--- src/rtl/gty_clk_test_pkg.sv ---
// Shared types and constants for the GTY divided-refclk frequency scanner.
// Latency: n/a (types, constants and an elaboration-time helper only).
// Backpressure: n/a.
package gty_clk_test_pkg;

  typedef enum logic [1:0] {
    S_IDLE   = 2'd0,
    S_SETTLE = 2'd1,
    S_GATE   = 2'd2,
    S_STORE  = 2'd3
  } scan_state_e;

  // Default pass window for a 1 ms gate on a ~0.3-0.7 MHz divided refclk.
  localparam int DEF_LO_LIMIT = 300;
  localparam int DEF_HI_LIMIT = 700;

  // Ceiling log2 with a floor of 1 so that single-entry selects keep a 1-bit port.
  function automatic int clog2(input int n);
    int r;
    r = 0;
    while ((1 << r) < n) r++;
    return (r < 1) ? 1 : r;
  endfunction

endpackage

--- src/rtl/sync_edge_det.sv ---
// Multi-flop synchronizer for one asynchronous bit, with a rising-edge strobe.
// Latency: q follows d after STAGES clk edges; rise is one cycle wide, aligned with q.
// Backpressure: none, free-running every cycle.
// Ports: clk, rst_n (async active-low); d async input; q synchronized level;
//        rise = q & ~q_delayed.
module sync_edge_det #(
  parameter int STAGES = 2
) (
  input  logic clk,
  input  logic rst_n,
  input  logic d,
  output logic q,
  output logic rise
);

  logic [STAGES-1:0] sr;
  logic              q_d;

  always_ff @(posedge clk or negedge rst_n) begin
    if (!rst_n) begin
      sr  <= '0;
      q_d <= 1'b0;
    end else begin
      sr  <= {sr[STAGES-2:0], d};
      q_d <= sr[STAGES-1];
    end
  end

  assign q    = sr[STAGES-1];
  assign rise = q & ~q_d;

endmodule

--- src/rtl/gty_refclk_freq_scan.sv ---
// Round-robin edge-count frequency scanner for N_CH divided GTY refclks.
// Latency: N_CH*(SETTLE_CYCLES+GATE_CYCLES+1) cycles per scan; readback 1 cycle.
// Backpressure: none; start while busy is dropped, cont is sampled only in IDLE.
// Ports: clk/rst_n; clk_div async inputs; start pulse / cont level; busy, done pulse;
//        rd_addr -> rd_data/rd_valid (registered); fail per-channel limit flags.
module gty_refclk_freq_scan
  import gty_clk_test_pkg::*;
#(
  parameter int N_CH          = 10,
  parameter int GATE_CYCLES   = 100000,
  parameter int SETTLE_CYCLES = 16,
  parameter int SYNC_STAGES   = 2,
  parameter int CNT_W         = 16,
  parameter int LO_LIMIT      = DEF_LO_LIMIT,
  parameter int HI_LIMIT      = DEF_HI_LIMIT
) (
  input  logic                      clk,
  input  logic                      rst_n,
  input  logic [N_CH-1:0]           clk_div,
  input  logic                      start,
  input  logic                      cont,
  output logic                      busy,
  output logic                      done,
  input  logic [clog2(N_CH)-1:0]    rd_addr,
  output logic [CNT_W-1:0]          rd_data,
  output logic                      rd_valid,
  output logic [N_CH-1:0]           fail
);

  localparam int AW = clog2(N_CH);
  // One phase timer serves both SETTLE and GATE, sized for the longer of the two.
  localparam int TW = clog2(((GATE_CYCLES > SETTLE_CYCLES) ? GATE_CYCLES : SETTLE_CYCLES) + 1);

  scan_state_e       state, state_nxt;
  logic [AW-1:0]     ch;
  logic [TW-1:0]     tmr;
  logic [CNT_W-1:0]  cnt;
  logic [N_CH-1:0]   sync_vec;
  logic [N_CH-1:0]   rise_unused;
  logic              sel, prev, rise;
  logic              settle_end, gate_end, last_ch;
  logic [CNT_W-1:0]  result [N_CH];
  logic [N_CH-1:0]   valid;
  logic              done_q;

  // Per-channel edge strobes are left unused: edges are detected after the mux so
  // that prev always tracks whichever channel is currently selected.
  for (genvar i = 0; i < N_CH; i++) begin : g_sync
    sync_edge_det #(.STAGES(SYNC_STAGES)) u_sync (
      .clk  (clk),
      .rst_n(rst_n),
      .d    (clk_div[i]),
      .q    (sync_vec[i]),
      .rise (rise_unused[i])
    );
  end

  assign sel        = sync_vec[ch];
  assign rise       = sel & ~prev;
  assign settle_end = (tmr == TW'(SETTLE_CYCLES - 1));
  assign gate_end   = (tmr == TW'(GATE_CYCLES - 1));
  assign last_ch    = (ch == AW'(N_CH - 1));

  always_ff @(posedge clk or negedge rst_n) begin
    if (!rst_n) state <= S_IDLE;
    else        state <= state_nxt;
  end

  always_comb begin
    state_nxt = state;
    case (state)
      S_IDLE:   if (start | cont) state_nxt = S_SETTLE;
      S_SETTLE: if (settle_end)   state_nxt = S_GATE;
      S_GATE:   if (gate_end)     state_nxt = S_STORE;
      S_STORE:  state_nxt = last_ch ? S_IDLE : S_SETTLE;
      default:  state_nxt = S_IDLE;
    endcase
  end

  always_ff @(posedge clk or negedge rst_n) begin
    if (!rst_n) begin
      ch       <= '0;
      tmr      <= '0;
      cnt      <= '0;
      prev     <= 1'b0;
      done_q   <= 1'b0;
      valid    <= '0;
      fail     <= '0;
      rd_data  <= '0;
      rd_valid <= 1'b0;
      for (int i = 0; i < N_CH; i++) result[i] <= '0;
    end else begin
      prev   <= sel;
      done_q <= (state == S_STORE) && last_ch;

      // Timer runs only inside SETTLE/GATE and restarts at every phase boundary.
      if ((state == S_SETTLE && !settle_end) || (state == S_GATE && !gate_end))
        tmr <= tmr + TW'(1);
      else
        tmr <= '0;

      case (state)
        S_IDLE:   ch <= '0;
        S_SETTLE: if (settle_end) cnt <= '0;
        S_GATE:   if (rise && (cnt != '1)) cnt <= cnt + CNT_W'(1);
        S_STORE: begin
          result[ch] <= cnt;
          valid[ch]  <= 1'b1;
          fail[ch]   <= (32'(cnt) < LO_LIMIT) || (32'(cnt) > HI_LIMIT);
          cnt        <= '0;
          if (!last_ch) ch <= ch + AW'(1);
        end
        default: ;
      endcase

      // Registered read: a STORE to the same address lands one cycle later.
      if (32'(rd_addr) < N_CH) begin
        rd_data  <= result[rd_addr];
        rd_valid <= valid[rd_addr];
      end else begin
        rd_data  <= '0;
        rd_valid <= 1'b0;
      end
    end
  end

  assign busy = (state != S_IDLE);
  assign done = done_q;

endmodule

--- config.mk ---
export PLATFORM = sky130hd
export DESIGN_NAME = gty_refclk_freq_scan
export DESIGN_NICKNAME = d
export VERILOG_FILES = /design/src/rtl/gty_clk_test_pkg.sv /design/src/rtl/sync_edge_det.sv /design/src/rtl/gty_refclk_freq_scan.sv
export SDC_FILE = /design/constraint.sdc
export NUM_CORES = 1
export LEC_CHECK = 0
export CAP_MARGIN = 20
export CORE_UTILIZATION = 45
export CTS_BUF_LIST = sky130_fd_sc_hd__clkbuf_16
export CTS_CLUSTER_DIAMETER = 50
export CTS_CLUSTER_SIZE = 10
export DETAILED_ROUTE_END_ITERATION = 16
export GPL_ROUTABILITY_DRIVEN = 0
export GPL_TIMING_DRIVEN = 0
export HOLD_SLACK_MARGIN = 0.08
export PLACE_DENSITY_LB_ADDON = 0.15
export RECOVER_POWER = 100
export SETUP_SLACK_MARGIN = 0.4
export SYNTH_ARGS = -nofsm -noshare
export SYNTH_HDL_FRONTEND = slang
export SYNTH_SLANG_ARGS = --single-unit
--- constraint.sdc ---
create_clock -name clk -period 7 [get_ports clk]
set_input_delay 2.1 -clock clk [delete_from_list [all_inputs] [get_ports clk]]
set_output_delay 2.1 -clock clk [all_outputs]
set_load 0.01 [all_outputs]
==> impl_metrics.py <==
metrics = {
    "synthesis": {
        "synth_top_area_cell": "dfrtp_1",
        "synth_most_common_cell": "dfrtp_1",
        "synthCells": 927,
        "yosysUniqueCellTypes": 52,
        "syn_avg_cell_area_um2": 12.21,
        "synth_top_cells_by_area": "dfrtp_1 57%, mux2_2 11%, mux4_2 6.8%",
        "synth_edf_count": 0,
        "synth.cell_area_um2": 11320,
        "syn-num-nets": 956,
        "ys_top_cells_by_count": "258 x dfrtp_1, 109 x mux2_2, 96 x nand2_1",
        "yosysTopAreaCellShare_pct": 57.05,
        "ys_seq_elements": 258,
        "async_flop_share_pct": 100.0,
        "synth_flop_cell": "dfrtp_1",
        "yosysWarnings": 0,
        "ys_seq_area_share_pct": 57.05,
    },
    "clock_network": {
        "cts_setup_buffers": 0,
        "cts_resized": 0,
        "clk_transition_reported_paths_ns": 0.05,
        "cts_hold_buf": 0,
        "clockBufferDepth": 3,
        "cts_tree": "built",
        "root_buffer": "clkbuf_16",
        "h-tree-depth": 2,
        "cts.sinks": 258,
        "clk_latency_ns": 0.50,
        "numCtsBuffers": 34,
    },
    "route": {
        "vias": 7416,
        "post-route-drc-count": 0,
        "first_iter_violations": 433,
        "vias_per_cell": 5.506,
        "drt_wl_total_um": 26220,
        "wl_per_cell_um": 19.47,
        "ant_nets": 0,
        "drtPass1Iterations": 5,
    },
    "die": {
        "die_h_um": 160.6,
        "ios": 47,
        "die-area_um2": 25780,
        "floorplan.initialDensity_pct": 46.26,
        "fp.dieW_um": 160.6,
        "rows": 57,
        "core_region_area_um2": 24460,
    },
    "pwr": {
        "swShare_pct": 22.54,
        "p_leak_nw": 6.229,
        "power.internal_w": 0.002601,
        "p_switching_w": 0.0007567,
        "p_per_area_nw_per_um2": 253.5,
        "pwr-share-seq_pct": 45.9,
        "clkPwrFrac_pct": 49.2,
        "p_total_w": 0.003358,
        "ir_drop_mv": 0.2174,
        "comb_power_share_pct": 5.0,
    },
    "timing": {
        "tightest_slew_ns": 1.010,
        "period_needed_ns": 4.218,
        "fmax_ghz": 0.2371,
        "slew_headroom_pct": 32.41,
        "clock_skew_ns": 0.01358,
        "drv_slew": 0,
        "worst_slack_ns": 2.782,
        "hold_viol": 0,
        "setup_viol": 0,
        "rsz0062_at_grt": "no",
        "fin_crit_sh_pct": 60.26,
    },
    "placed_design": {
        "portBuffers": 44,
        "hpwl_um": 17830,
        "dp_slack_ns": 2.561,
    },
    "grt": {
        "grt_overflow": 0,
        "grt_max_degree": 121,
        "antenna_found_initial": 0,
        "gr-usage-all-layers_pct": 21.20,
        "grt_pass1_wl_um": 42210,
        "grt_pass1_vias": 7567,
    },
    "layout": {
        "fillCellCount": 2116,
        "area_delta_synth_final_pct": 17.05,
        "antenna_cells": 0,
        "final_layout_size_suffix_gt1_share_pct": 19.35,
        "nets": 1041,
    },
    "setup_path": {
        "critPathKind": "input pin to flop",
        "cp-start-kind": "input pin",
        "r2r-start": "tmr[9]",
        "crit_required_ns": 7.32,
        "arrival_ns": 4.54,
        "crit_path_start": "rd_addr[0]",
        "worstPathMaxFanout": 10,
        "cp-end-kind": "flop",
    },
    "job": {
        "cap_violations": 0,
    },
    "run_status": {
        "status": "finished, final reports clean",
    },
    "min_path": {
        "worstHoldPathType": "flop to flop",
        "min_from": "g_sync[7].u_sync.sr[0]",
    },
}
==> cell type report <==
class / count / area (um2) / area share (%)
multi-input combinational: 585 / 4497 / 33.95
timing repair buffer: 49 / 515.5 / 3.892
buffer: 65 / 247.7 / 1.870
inverter: 19 / 71.32 / 0.5384
tap: 324 / 405.4 / 3.061
sequential: 258 / 6456 / 48.74
clock inverter: 10 / 126.4 / 0.9541
clock buffer: 37 / 925.9 / 6.990
==> through the flow <==
step / setup TNS, ns / utilization, % / instances / cell area (um2) / hold WS, ns
after floorplan: 0 / - / 927 / 11320 / 0.3312
after global placement: -1905.42 / 49.72 / 1295 / 12160 / 0.3338
after detailed placement: 0 / 50.01 / 1298 / 12230 / 0.3355
after CTS: 0 / 54.31 / 1345 / 13290 / 0.3465
after global routing: 0 / 54.15 / 1347 / 13250 / 0.3494
final: 0 / 54.15 / 1347 / 13250 / 0.3448
==> state kept, by name, summed over array words and instances (netlist names) <==
register / count
ch: 4
tmr: 17
g_sync.u_sync.sr: 20
done: 1
rd_valid: 1
fail: 10
valid: 10
state: 2
cnt: 16
result: 160
rd_data: 16
prev: 1
==> per-layer routing <==
layer / track usage, % / routed length (um)
met1: 29.61 / 12010
met2: 34.40 / 12590
met3: 3.022 / 1015
met4: 6.580 / 601
met5: 0 / 0
==> power by group through the flow <==
stage	clock network, W	registers, W	logic (W)
floorplan	0	0.00155	0.0000846
CTS	0.00169	0.00154	0.000172
finish	0.00165	0.00154	0.000167
global route	0.00176	0.00154	0.000187
detailed placement	0	0.00156	0.000172
global placement	0	0.00157	0.000167
==> layout by cell type, fill, tap and decap left out, types with 3 or more instances in the layout <==
master	count
nor3_1	4
clkbuf_1	64
and2_1	3
and4_1	3
o211ai_1	3
clkbuf_16	37
and3_1	8
nor2_1	50
nand3_1	42
o221ai_1	3
mux2i_1	24
dfrtp_1	258
a41oi_1	10
mux4_2	34
clkdlybuf4s50_1	4
a21oi_1	24
nor2b_1	5
clkinv_1	4
bufinv_16	3
o21ai_0	73
dlygate4sd3_1	39
buf_2	3
nand2b_1	15
mux2_2	109
or2_2	5
nand2_1	96
xnor2_1	7
nor4_1	6
ha_1	11
a31oi_1	10
xor2_1	8
nand4_1	7
inv_1	19
==> critical path, cell delays in order <==
cell	delay, ns
clkbuf_1	0.31
clkbuf_1	0.74
clkbuf_1	0.72
mux2i_1	0.27
nor2_1	0.06
a21oi_1	0.17
o21ai_0	0.15
==> path summary, 6_finish.rpt <==
path                                          end  slack [ns]  depth (start not counted)
hold / removal             g_sync[7].u_sync.sr[1]        0.34                          0
setup / recovery                       rd_data[7]        2.78                          7
setup reg to reg                           cnt[8]        3.41                          7
max in group asynchronous  g_sync[1].u_sync.sr[0]        4.11                          3
min in group asynchronous                valid[5]        1.55                          1
hold reg to reg            g_sync[7].u_sync.sr[1]        0.34                          0
==> logic make-up (layout without fill, tap and decap cells) <==
kind of cell	count (synthesis)	after routing	synth area share, %
and+or+nand+nor	253	253	10.45
buffers and inverters	84	180	3.074
xor gates and xnor gates	15	15	1.161
adders and majority gates	11	11	1.216
muxes	168	168	19.84
AOI/OAI and AO/OA	138	138	7.209
DFF	258	258	57.05
Note: power is estimated with default switching activity, not from simulation.
